[config.mk]
export PLATFORM = sky130hd
export DESIGN_NAME = usb_bit_unstuffer_deser
export DESIGN_NICKNAME = d
export VERILOG_FILES = /design/src/rtl/usb_bit_pkg.sv /design/src/rtl/usb_stuff_run_counter.sv /design/src/rtl/usb_bit_unstuffer_deser.sv
export SDC_FILE = /design/constraint.sdc
export NUM_CORES = 1
export LEC_CHECK = 0
export BUFFER_PORTS_ARGS = -buffer_cell sky130_fd_sc_hd__buf_2
export CORE_MARGIN = 2
export CORE_UTILIZATION = 40
export CTS_CLUSTER_SIZE = 10
export DETAILED_ROUTE_END_ITERATION = 8
export PLACE_DENSITY = 0.71
export SLEW_MARGIN = 25
export SYNTH_ARGS = -nofsm -noshare
export SYNTH_HDL_FRONTEND = slang
export SYNTH_HIERARCHICAL = 1
export SYNTH_SLANG_ARGS = --single-unit
export TNS_END_PERCENT = 50
[constraint.sdc]
create_clock -name clk -period 2.7 [get_ports clk]
set_clock_uncertainty 0.1 [all_clocks]
set_input_delay 0.405 -clock clk [delete_from_list [all_inputs] [get_ports clk]]
set_output_delay 0.405 -clock clk [all_outputs]
set_load 0.01 [all_outputs]
[src/rtl/usb_bit_pkg.sv]
// Package usb_bit_pkg
//   Shared types and defaults for the USB receive-path bit unstuffer and
//   deserialiser.
//   unstuff_state_t   : S_RUN normal unstuffing, S_ERR waiting for sop/eop
//                       after a stuff violation
//   USB_STUFF_RUN_LEN : consecutive 1s after which the line inserts a 0
//   USB_OUT_W         : default output word width
package usb_bit_pkg;

    typedef enum logic {
        S_RUN = 1'b0,
        S_ERR = 1'b1
    } unstuff_state_t;

    localparam int USB_STUFF_RUN_LEN = 6;
    localparam int USB_OUT_W         = 8;

endpackage

[src/rtl/usb_stuff_run_counter.sv]
// Module usb_stuff_run_counter
//   Tracks the run of consecutive 1s on the decoded line and classifies the
//   current bit against it.
//   clk, RST   : clock, synchronous active-high reset
//   in_bit     : decoded line bit
//   in_valid   : bit qualifier (already gated by the caller's FSM)
//   restart    : treat the run as empty for this bit (start of packet)
//   flush      : clear the run after this bit (end of packet)
//   cnt        : registered run count, saturates at RUN_LEN
//   drop       : current bit is the stuffed 0
//   viol       : current bit is a 1 where a stuffed 0 was due
module usb_stuff_run_counter
    import usb_bit_pkg::*;
#(
    parameter int RUN_LEN = USB_STUFF_RUN_LEN,
    localparam int CW = $clog2(RUN_LEN + 1)
) (
    input  logic          clk,
    input  logic          RST,
    input  logic          in_bit,
    input  logic          in_valid,
    input  logic          restart,
    input  logic          flush,
    output logic [CW-1:0] cnt,
    output logic          drop,
    output logic          viol
);

    localparam logic [CW-1:0] RL = CW'(RUN_LEN);

    logic [CW-1:0] cur;
    logic [CW-1:0] cnt_nxt;
    logic          at_run;

    always_comb begin
        cur     = restart ? '0 : cnt;
        at_run  = (cur == RL);
        drop    = in_valid && at_run && !in_bit;
        viol    = in_valid && at_run && in_bit;
        cnt_nxt = cur;
        if (in_valid) begin
            if (!in_bit)
                cnt_nxt = '0;
            else if (!at_run)
                cnt_nxt = cur + 1'b1;
            // a 1 at a full run keeps the count saturated so the next 0
            // is still treated as the stuffed bit
        end
        if (flush)
            cnt_nxt = '0;
    end

    always_ff @(posedge clk) begin
        if (RST)
            cnt <= '0;
        else
            cnt <= cnt_nxt;
    end

endmodule

[src/rtl/usb_bit_unstuffer_deser.sv]
// Module usb_bit_unstuffer_deser
//   Removes USB stuffed bits after NRZI decode and packs the surviving bits
//   LSB-first into OUT_W-bit words, flushing a partial word at end of packet.
//   Optional stuff-error detection is built when USB_UNSTUFF_STUFF_ERR_EN is
//   defined; otherwise a violating 1 is kept as data and stuff_err stays 0.
//   clk, RST   : clock, synchronous active-high reset
//   in_bit     : decoded line bit, qualified by in_valid
//   in_sop     : start of packet, clears run/bit index/error state
//   in_eop     : end of packet, flushes pending bits then clears
//   out_data   : packed word, first received bit in [0]
//   out_valid  : one-cycle strobe for out_data/out_last/out_nbits
//   out_last   : word is the final one of the packet
//   out_nbits  : number of valid bits in out_data
//   stuff_err  : one-cycle pulse after a stuff violation
//   one_count  : current consecutive-1 run count
module usb_bit_unstuffer_deser
    import usb_bit_pkg::*;
#(
    parameter int RUN_LEN = USB_STUFF_RUN_LEN,
    parameter int OUT_W   = USB_OUT_W,
    localparam int CW = $clog2(RUN_LEN + 1),
    localparam int NW = $clog2(OUT_W + 1)
) (
    input  logic             clk,
    input  logic             RST,
    input  logic             in_bit,
    input  logic             in_valid,
    input  logic             in_sop,
    input  logic             in_eop,
    output logic [OUT_W-1:0] out_data,
    output logic             out_valid,
    output logic             out_last,
    output logic [NW-1:0]    out_nbits,
    output logic             stuff_err,
    output logic [CW-1:0]    one_count
);

    localparam int IW = $clog2(OUT_W);

`ifdef USB_UNSTUFF_STUFF_ERR_EN
    localparam bit ERR_EN = 1'b1;
`else
    localparam bit ERR_EN = 1'b0;
`endif

    unstuff_state_t   state, state_nxt;
    logic [OUT_W-1:0] shreg, shreg_nxt, cur_sh, sh_w;
    logic [IW-1:0]    bit_idx, bit_idx_nxt, cur_idx, idx_w;
    logic             restart, run_en, bit_v;
    logic             drop, viol, accept, err_hit, word_done;
    logic             emit, emit_last;
    logic [OUT_W-1:0] emit_data;
    logic [NW-1:0]    emit_nbits;

    usb_stuff_run_counter #(
        .RUN_LEN (RUN_LEN)
    ) u_run (
        .clk      (clk),
        .RST      (RST),
        .in_bit   (in_bit),
        .in_valid (bit_v),
        .restart  (restart),
        .flush    (in_eop),
        .cnt      (one_count),
        .drop     (drop),
        .viol     (viol)
    );

    always_ff @(posedge clk) begin
        if (RST)
            state <= S_RUN;
        else
            state <= state_nxt;
    end

    always_comb begin
        // sop alone starts a new packet with this cycle's bit; with eop the
        // bit belongs to the packet being flushed and sop only clears after
        restart = in_sop && !in_eop;
        run_en  = (state == S_RUN) || restart;
        bit_v   = in_valid && run_en;
        accept  = bit_v && !drop && !(ERR_EN && viol);
        err_hit = ERR_EN && viol;

        cur_sh  = restart ? '0 : shreg;
        cur_idx = restart ? '0 : bit_idx;

        sh_w = cur_sh;
        if (accept)
            sh_w[cur_idx] = in_bit;

        word_done = accept && (cur_idx == IW'(OUT_W - 1));
        if (word_done)
            idx_w = '0;
        else if (accept)
            idx_w = cur_idx + 1'b1;
        else
            idx_w = cur_idx;

        emit       = 1'b0;
        emit_last  = 1'b0;
        emit_data  = '0;
        emit_nbits = '0;
        if (word_done) begin
            emit       = 1'b1;
            emit_last  = in_eop;
            emit_data  = sh_w;
            emit_nbits = NW'(OUT_W);
        end else if (in_eop && (state == S_RUN) && !err_hit) begin
            // partial flush; bits above idx_w are already 0 in sh_w, and an
            // empty packet yields a zero-length terminator
            emit       = 1'b1;
            emit_last  = 1'b1;
            emit_data  = sh_w;
            emit_nbits = NW'(idx_w);
        end

        shreg_nxt   = (in_eop || word_done) ? '0 : sh_w;
        bit_idx_nxt = in_eop ? '0 : idx_w;

        state_nxt = state;
        if (in_eop || in_sop)
            state_nxt = S_RUN;
        else if (err_hit)
            state_nxt = S_ERR;
    end

    always_ff @(posedge clk) begin
        if (RST) begin
            shreg     <= '0;
            bit_idx   <= '0;
            out_valid <= 1'b0;
            out_last  <= 1'b0;
            out_data  <= '0;
            out_nbits <= '0;
            stuff_err <= 1'b0;
        end else begin
            shreg     <= shreg_nxt;
            bit_idx   <= bit_idx_nxt;
            out_valid <= emit;
            out_last  <= emit_last;
            out_data  <= emit_data;
            out_nbits <= emit_nbits;
            stuff_err <= err_hit;
        end
    end

endmodule

==> results.toml, run 1 <==
[critical_path]
crit_type = "in2reg"
cp_max_fo = 10
start_kind = "input port"
cp.arrival_ns = 2.05
required_ns = 2.80
worstSetupEndpointType = "register"

[die]
dieArea_um2 = 3494
fp.dieW_um = 59.11
die_height_um = 59.11
initial_core_util = 0.4295
ioPinCount = 24
fp-row-count = 19
core-area_um2 = 2829

[cts]
clockBufferDepth = 2
clock_sinks = 28
cts_tree = "built"
clk_pin_slew_ns = 0.14
cts_buffers = 3
clock_latency_ns = 0.32
postCtsHoldBufs = 0
htreeDepth = 1
postCtsSetupBuffers = 0
clockRootBuffer = "clkbuf_4"
post_cts_resized = 0

[sta]
rsz0062_at_grt = "false"
slew_headroom = 0.6376
final_hold_viol_count = 0
maxSlewViolCount = 0
max_freq_mhz = 512.1
period_share = 0.7232
setup_viol = 0
fin_ws_ns = 0.7473
worst_pin_slew_ns = 0.5425
tns_ns = 0
period_needed_ns = 1.953

[grt]
grt_start_max_net_pins = 17
antenna_found_initial = 0
gr-total-overflow = 0
grt_pass1_vias = 940
grt_pass1_wl_um = 4215
grt_usage = 0.1604

[synthesis]
syn_area_um2 = 1215
avgSynthCellArea_um2 = 8.933
postSynthCellCount = 136
syn_nets = 144
ys_warn_count = 6

[placement]
gp_congestion = 0.8315
dp_hpwl_um = 1849
dpl_worst_slack_ns = 0.3689
numPortBuffers = 22

[min_path]
min_path_type = "in2reg"

[detailed_routing]
drt.antenna.violating_nets = 0
post-route-drc-count = 0
wirelength_um = 2454
via_per_inst = 5.429
avgRoutedWirePerCell_um = 12.98
dr_total_vias = 1026
drt_iter0_drc = 21
firstDrtPassIters = 4

[outcome]
status = "finished clean"

[finish]
antenna_cells = 0
area_growth_pct = 13.39
utilization = 0.4870
nFillCells = 280
drive_gt1_frac = 0.2152
nNetsFinal = 168

[pwr]
powerDensity_nw_per_um2 = 464.4
p_total_w = 0.0006398
peakVddDrop_mv = 0.3598
leakage_nw = 0.5756

[flow_run]
drv_cap = 0
-- layer usage --
layer	vias to the layer above	track usage	part of all wire	routed length, um
met5	-	0	0	0
met4	0	0.07792	0.018	44
met3	4	0.03275	0.038	94
met2	21	0.2444	0.47	1144
met1	475	0.2160	0.48	1170
li1	526	-	-	-
-- registers in the layout (all words and copies together), names as in the netlist --
signal     cells
bit_idx        3
out_data       8
out_last       1
out_nbits      4
out_valid      1
shreg          8
u_run/cnt      3
-- stage by stage --
step / instances / instance area, um^2 / hold WS (ns)
after floorplan: 136 / 1215 / 0.3530
after global placement: 186 / 1355 / 0.3660
after detailed placement: 186 / 1355 / 0.3713
after CTS: 189 / 1378 / 0.2258
after global routing: 189 / 1378 / 0.2318
final: 189 / 1378 / 0.2290
-- cells in the final DEF (no fill, tap or decap), types with 3 or more instances in the layout --
cell type and n:
clkbuf_4 3, dfxtp_1 28, o21ai_0 4, o311ai_0 3, and2_1 3, nor2_1 6, buf_4 3, nand3b_1 3
nand2_1 7, nand3_1 4, o211ai_1 3, nand2b_1 5, a21oi_1 22, nor2b_1 5, nand4_1 4, buf_2 22
inv_1 6
-- path summary, 6_finish.rpt --
kind,end,slack [ns],start,cells past startpoint
hold reg to reg,shreg[1],0.39,shreg[1],2
setup reg to reg,out_data[2],0.81,bit_idx[0],6
hold / removal,out_nbits[3],0.23,RST,2
setup / recovery,out_data[2],0.75,in_eop,8
-- area by class of cell --
type	count	area, um^2	area share
Timing Repair Buffer	25	132.6	0.09628
Multi-Input combinational cell	96	600.6	0.4360
Inverter	6	22.52	0.01635
Sequential cell	28	560.5	0.4069
Clock buffer	3	22.52	0.01635
Tap cell	31	38.79	0.02816
-- worst max-delay path, cell delays in order --
cell      delay, ns
buf_2          0.14
nand2b_1       0.17
buf_4          0.17
and2_1         0.16
ha_1           0.23
and3b_1        0.23
o21bai_1       0.46
a21oi_1        0.08
-- report_power, final --
group / total [W] / internal [W] / switching [W] / leakage [nW]
registers: 0.000422 / 0.000418 / 0.00000422 / 0.227
logic: 0.0000540 / 0.0000202 / 0.0000338 / 0.335
clock network: 0.000163 / 0.0000523 / 0.000111 / 0.0138
(Power assumes the default switching activity.)
==> run 2, diff against run 1 <==
- ABC_AREA: not set -> 1
- clock period: 2.7 -> 1.89 ns (I/O delays scaled with it)
==> results.toml, run 2 <==
[outcome]
status = "finished clean"

[grt]
gr-total-overflow = 0
grt_usage = 0.1413
grt_start_max_net_pins = 17
grt_pass1_wl_um = 3767
antenna_found_initial = 0
grt_pass1_vias = 875

[die]
core-area_um2 = 3003
ioPinCount = 24
fp.dieW_um = 59.65
initial_core_util = 0.4125
fp-row-count = 20
die_height_um = 59.65
dieArea_um2 = 3558

[sta]
hold_ws_ns = 0.07687
final_hold_viol_count = 0
max_freq_mhz = 605.3
rsz0062_at_grt = "false"
period_needed_ns = 1.652
period_share = 0.8740
tns_ns = 0
setup_viol = 0
maxSlewViolCount = 0

[synthesis]
syn_area_um2 = 1239
syn_nets = 171
avgSynthCellArea_um2 = 7.599
postSynthCellCount = 163
ys_warn_count = 6

[cts]
clk_pin_slew_ns = 0.14
clockBufferDepth = 2
cts_tree = "built"
clock_sinks = 28
clockRootBuffer = "clkbuf_4"
htreeDepth = 1
cts_buffers = 3
postCtsHoldBufs = 0
clock_latency_ns = 0.33

[detailed_routing]
dr_total_vias = 1006
post-route-drc-count = 0
drt.antenna.violating_nets = 0
firstDrtPassIters = 4
avgRoutedWirePerCell_um = 9.692
wirelength_um = 2171
via_per_inst = 4.491
drt_iter0_drc = 23

[critical_path]
cp.arrival_ns = 1.79
start_kind = "register"
worstSetupEndpointType = "register"
cp_max_fo = 9
path_cells = "inv_1 -> nor2_2 -> nand3_2 -> nor3_4 -> inv_2 -> nand2_4 -> nor2_2 -> inv_2 -> nor2_4 -> nor2_4 -> nor2_1"
required_ns = 2.03
cpMaxStageDelayCell = "dfxtp_1"
crit_type = "reg2reg"
critPathTopFamily = "simple AND/OR/NAND/NOR gates"
crit_buf_inv = 3
slowest_delay_ns = 0.35

[placement]
numPortBuffers = 22
gp_congestion = 0.7755
dp.cells = 220
dp_hpwl_um = 1594

[finish]
utilization = 0.4875
final_cell_mix = "nor2_1 (28), dfxtp_1 (28), nand2_1 (25), inv_1 (22), buf_2 (22)"
antenna_cells = 0
drive_gt1_frac = 0.3037
largestRegisters = "out_data: 8 flops, shreg: 8 flops, out_nbits: 4 flops"
area_growth_pct = 18.18
nNetsFinal = 200
fin_cells = 224

[flow_run]
drv_cap = 0

[pwr]
peakVddDrop_mv = 0.3606
leakage_nw = 0.6926
p_total_w = 0.001092
powerDensity_nw_per_um2 = 746.1

[min_path]
min_path_type = "in2reg"
-- run 2: area by class of cell --
class | instances | area (um^2)
Clock buffer | 3 | 22.52
Clock inverter | 1 | 30.03
Fill cell | 302 | 1539
Inverter | 29 | 108.9
Multi-Input combinational cell | 105 | 568.0
Sequential cell | 28 | 560.5
Tap cell | 33 | 41.29
Timing Repair Buffer | 25 | 132.6
-- run 2: stage by stage --
step	worst slack, ns	area (um^2)
after floorplan	0.2413	1239
after global placement	0.06821	1405
after detailed placement	0.03829	1405
after CTS	0.1853	1458
after global routing	0.06357	1464
final	0.2381	1464
-- run 2: where the power goes --
group,total (W),internal [W],switching (W)
sequential,0.000605,0.000600,0.00000475
combinational,0.0000984,0.0000328,0.0000656
clock,0.000389,0.000215,0.000174
-- run 2: layer usage --
layer	GRT usage	vias up	part of all wire
li1	-	550	-
met1	0.1962	425	0.49
met2	0.2065	26	0.42
met3	0.02597	5	0.057
met4	0.07619	0	0.024
met5	0	-	0
-- run 2: repair_timing --
item                                   in CTS  in global routing
setup buffers                               0                  0
resized for setup                           0                  1
setup endpoints to repair                   0                  1
endpoints found under the hold margin       0                  0
-- run 2: final timing paths --
check                     from            to  slack, ns  cells past startpoint
setup / recovery  u_run/cnt[2]   out_data[4]       0.24                     11
hold / removal             RST  out_nbits[3]       0.08                      2
setup reg to reg  u_run/cnt[2]   out_data[4]       0.24                     11
hold reg to reg   u_run/cnt[0]  u_run/cnt[0]       0.43                      2
==> run 3, diff against run 2 <==
- CORE_UTILIZATION: 40 -> 39
- PLACE_DENSITY: 0.71 -> 0.7
- TNS_END_PERCENT: 50 -> 5
==> results.toml, run 3 (synthesis gave the netlist of run 2 again) <==
[outcome]
status = "finished clean"

[cts]
clockRootBuffer = "clkbuf_4"
cts_buffers = 3
postCtsSetupBuffers = 0
clock_latency_ns = 0.33
clock_sinks = 28
cts_tree = "built"
clk_pin_slew_ns = 0.15
clockBufferDepth = 2
htreeDepth = 1

[finish]
area_growth_pct = 19.29
largestRegisters = "out_data: 8 flops, shreg: 8 flops, out_nbits: 4 flops"
finalInstanceArea_um2 = 1478
drive_gt1_frac = 0.3037
multi_input_area_um2 = 568.0
final_cell_mix = "nor2_1 (28), dfxtp_1 (28), nand2_1 (25), inv_1 (22), buf_2 (22)"
antenna_cells = 0
nFillCells = 314
nNetsFinal = 200
seqCellArea_um2 = 560.5

[detailed_routing]
drt_iter0_drc = 23
wirelength_um = 2193
firstDrtPassIters = 7
drt.antenna.violating_nets = 0
post-route-drc-count = 0
dr_total_vias = 1017
avgRoutedWirePerCell_um = 9.332
via_per_inst = 4.328

[pwr]
leakage_nw = 0.6926
powerDensity_nw_per_um2 = 739.1
peakVddDrop_mv = 0.2947

[grt]
grt_util_met2 = 0.2205
busiest_layer = "met2"
grt_usage = 0.1468
grt_pass1_wl_um = 4015
gr-total-overflow = 0
grt_use_met1 = 0.2107
antenna_found_initial = 0
grt.met3_usage = 0.02559
grt_start_max_net_pins = 17
grt_pass1_vias = 927

[critical_path]
crit_type = "reg2reg"
rrSetupSlack_ns = 0.24
r2r_cells = 11
crit_start = "u_run/cnt[2]"
endpoint = "out_data[5]"
worstSetupEndpointType = "register"
r2r-start = "u_run/cnt[2]"
cp_max_fo = 9
r2r-end = "out_data[5]"
required_ns = 2.01
start_kind = "register"
cp.arrival_ns = 1.78

[die]
ioPinCount = 24
dieArea_um2 = 3643
core-area_um2 = 3028
fp.dieW_um = 60.36
fp-row-count = 20
die_height_um = 60.36
initial_core_util = 0.4091

[sta]
max_freq_mhz = 605.5
period_share = 0.8739
tns_ns = 0
period_needed_ns = 1.652
final_hold_viol_count = 0
maxSlewViolCount = 0
setup_viol = 0
rsz0062_at_grt = "false"

[placement]
detailed_place.area_um2 = 1419
numPortBuffers = 22
gp_congestion = 0.7837
dp_hpwl_um = 1682

[min_path]
worstHoldStart = "RST"
min_path_type = "in2reg"

[flow_run]
drv_cap = 0
## run 3: cell counts in the layout (fill, tap and decap cells not counted)
No cell type changed its count.
## run 3: critical path: stages, from the launching register on
cell,delay (ns)
dfxtp_1,0.36
inv_1,0.06
nor2_2,0.13
nand3_2,0.11
nor3_4,0.19
inv_2,0.07
nand2_4,0.08
nor2_2,0.04
inv_2,0.09
nor2_4,0.05
nor2_4,0.20
nor2_1,0.08
## run 3: worst min path at each step
stage,slack (ns),end,cells after the start
after floorplan,0.26,out_nbits[3],1
after CTS,0.07,out_nbits[3],2
after global routing,0.05,out_nbits[3],2
after detailed placement,0.41,u_run/cnt[0],2
final,0.07,out_nbits[3],2
after global placement,0.41,u_run/cnt[0],2
## run 3: metal layers
layer / vias up / routed length [um]
met2: 23 / 952
met1: 439 / 1095
met5: - / 0
met3: 4 / 101
met4: 0 / 44
li1: 551 / -
## run 3: stage by stage
| step | power, W | util | worst slack [ns] | std cells | hold slack (ns) |
|---|---|---|---|---|---|
| 2_1_floorplan | 0.0006807 | - | 0.2413 | 163 | 0.2613 |
| 3_3_place_gp | 0.0007161 | 0.4686 | 0.06841 | 231 | 0.4091 |
| 3_5_place_dp | 0.0007164 | 0.4686 | 0.03239 | 231 | 0.4131 |
| 4_1_cts | 0.001102 | 0.4860 | 0.1707 | 235 | 0.07314 |
| 5_1_grt | 0.001149 | 0.4880 | 0.04912 | 235 | 0.05137 |
| 6_report | 0.001092 | 0.4880 | 0.2383 | 235 | 0.07256 |
## run 3: what timing repair did
item,in CTS,in global routing
hold buffers,0,0
gates resized for setup,0,1
setup endpoints to repair,0,2
hold endpoints to repair,0,0
## run 3: final cells by class
cell class | instances | area share
Multi-Input combinational cell | 105 | 0.3844
Sequential cell | 28 | 0.3793
Timing Repair Buffer | 25 | 0.08975
Inverter | 29 | 0.07367
Tap cell | 44 | 0.03726
Clock inverter | 1 | 0.02032
Clock buffer | 3 | 0.01524
## run 3: power by group
part	switching [W]	internal, W	leakage, nW
Sequential	0.00000470	0.000600	0.227
Clock	0.000174	0.000214	0.0279
Combinational	0.0000657	0.0000328	0.438
Total	0.000245	0.000847	0.693
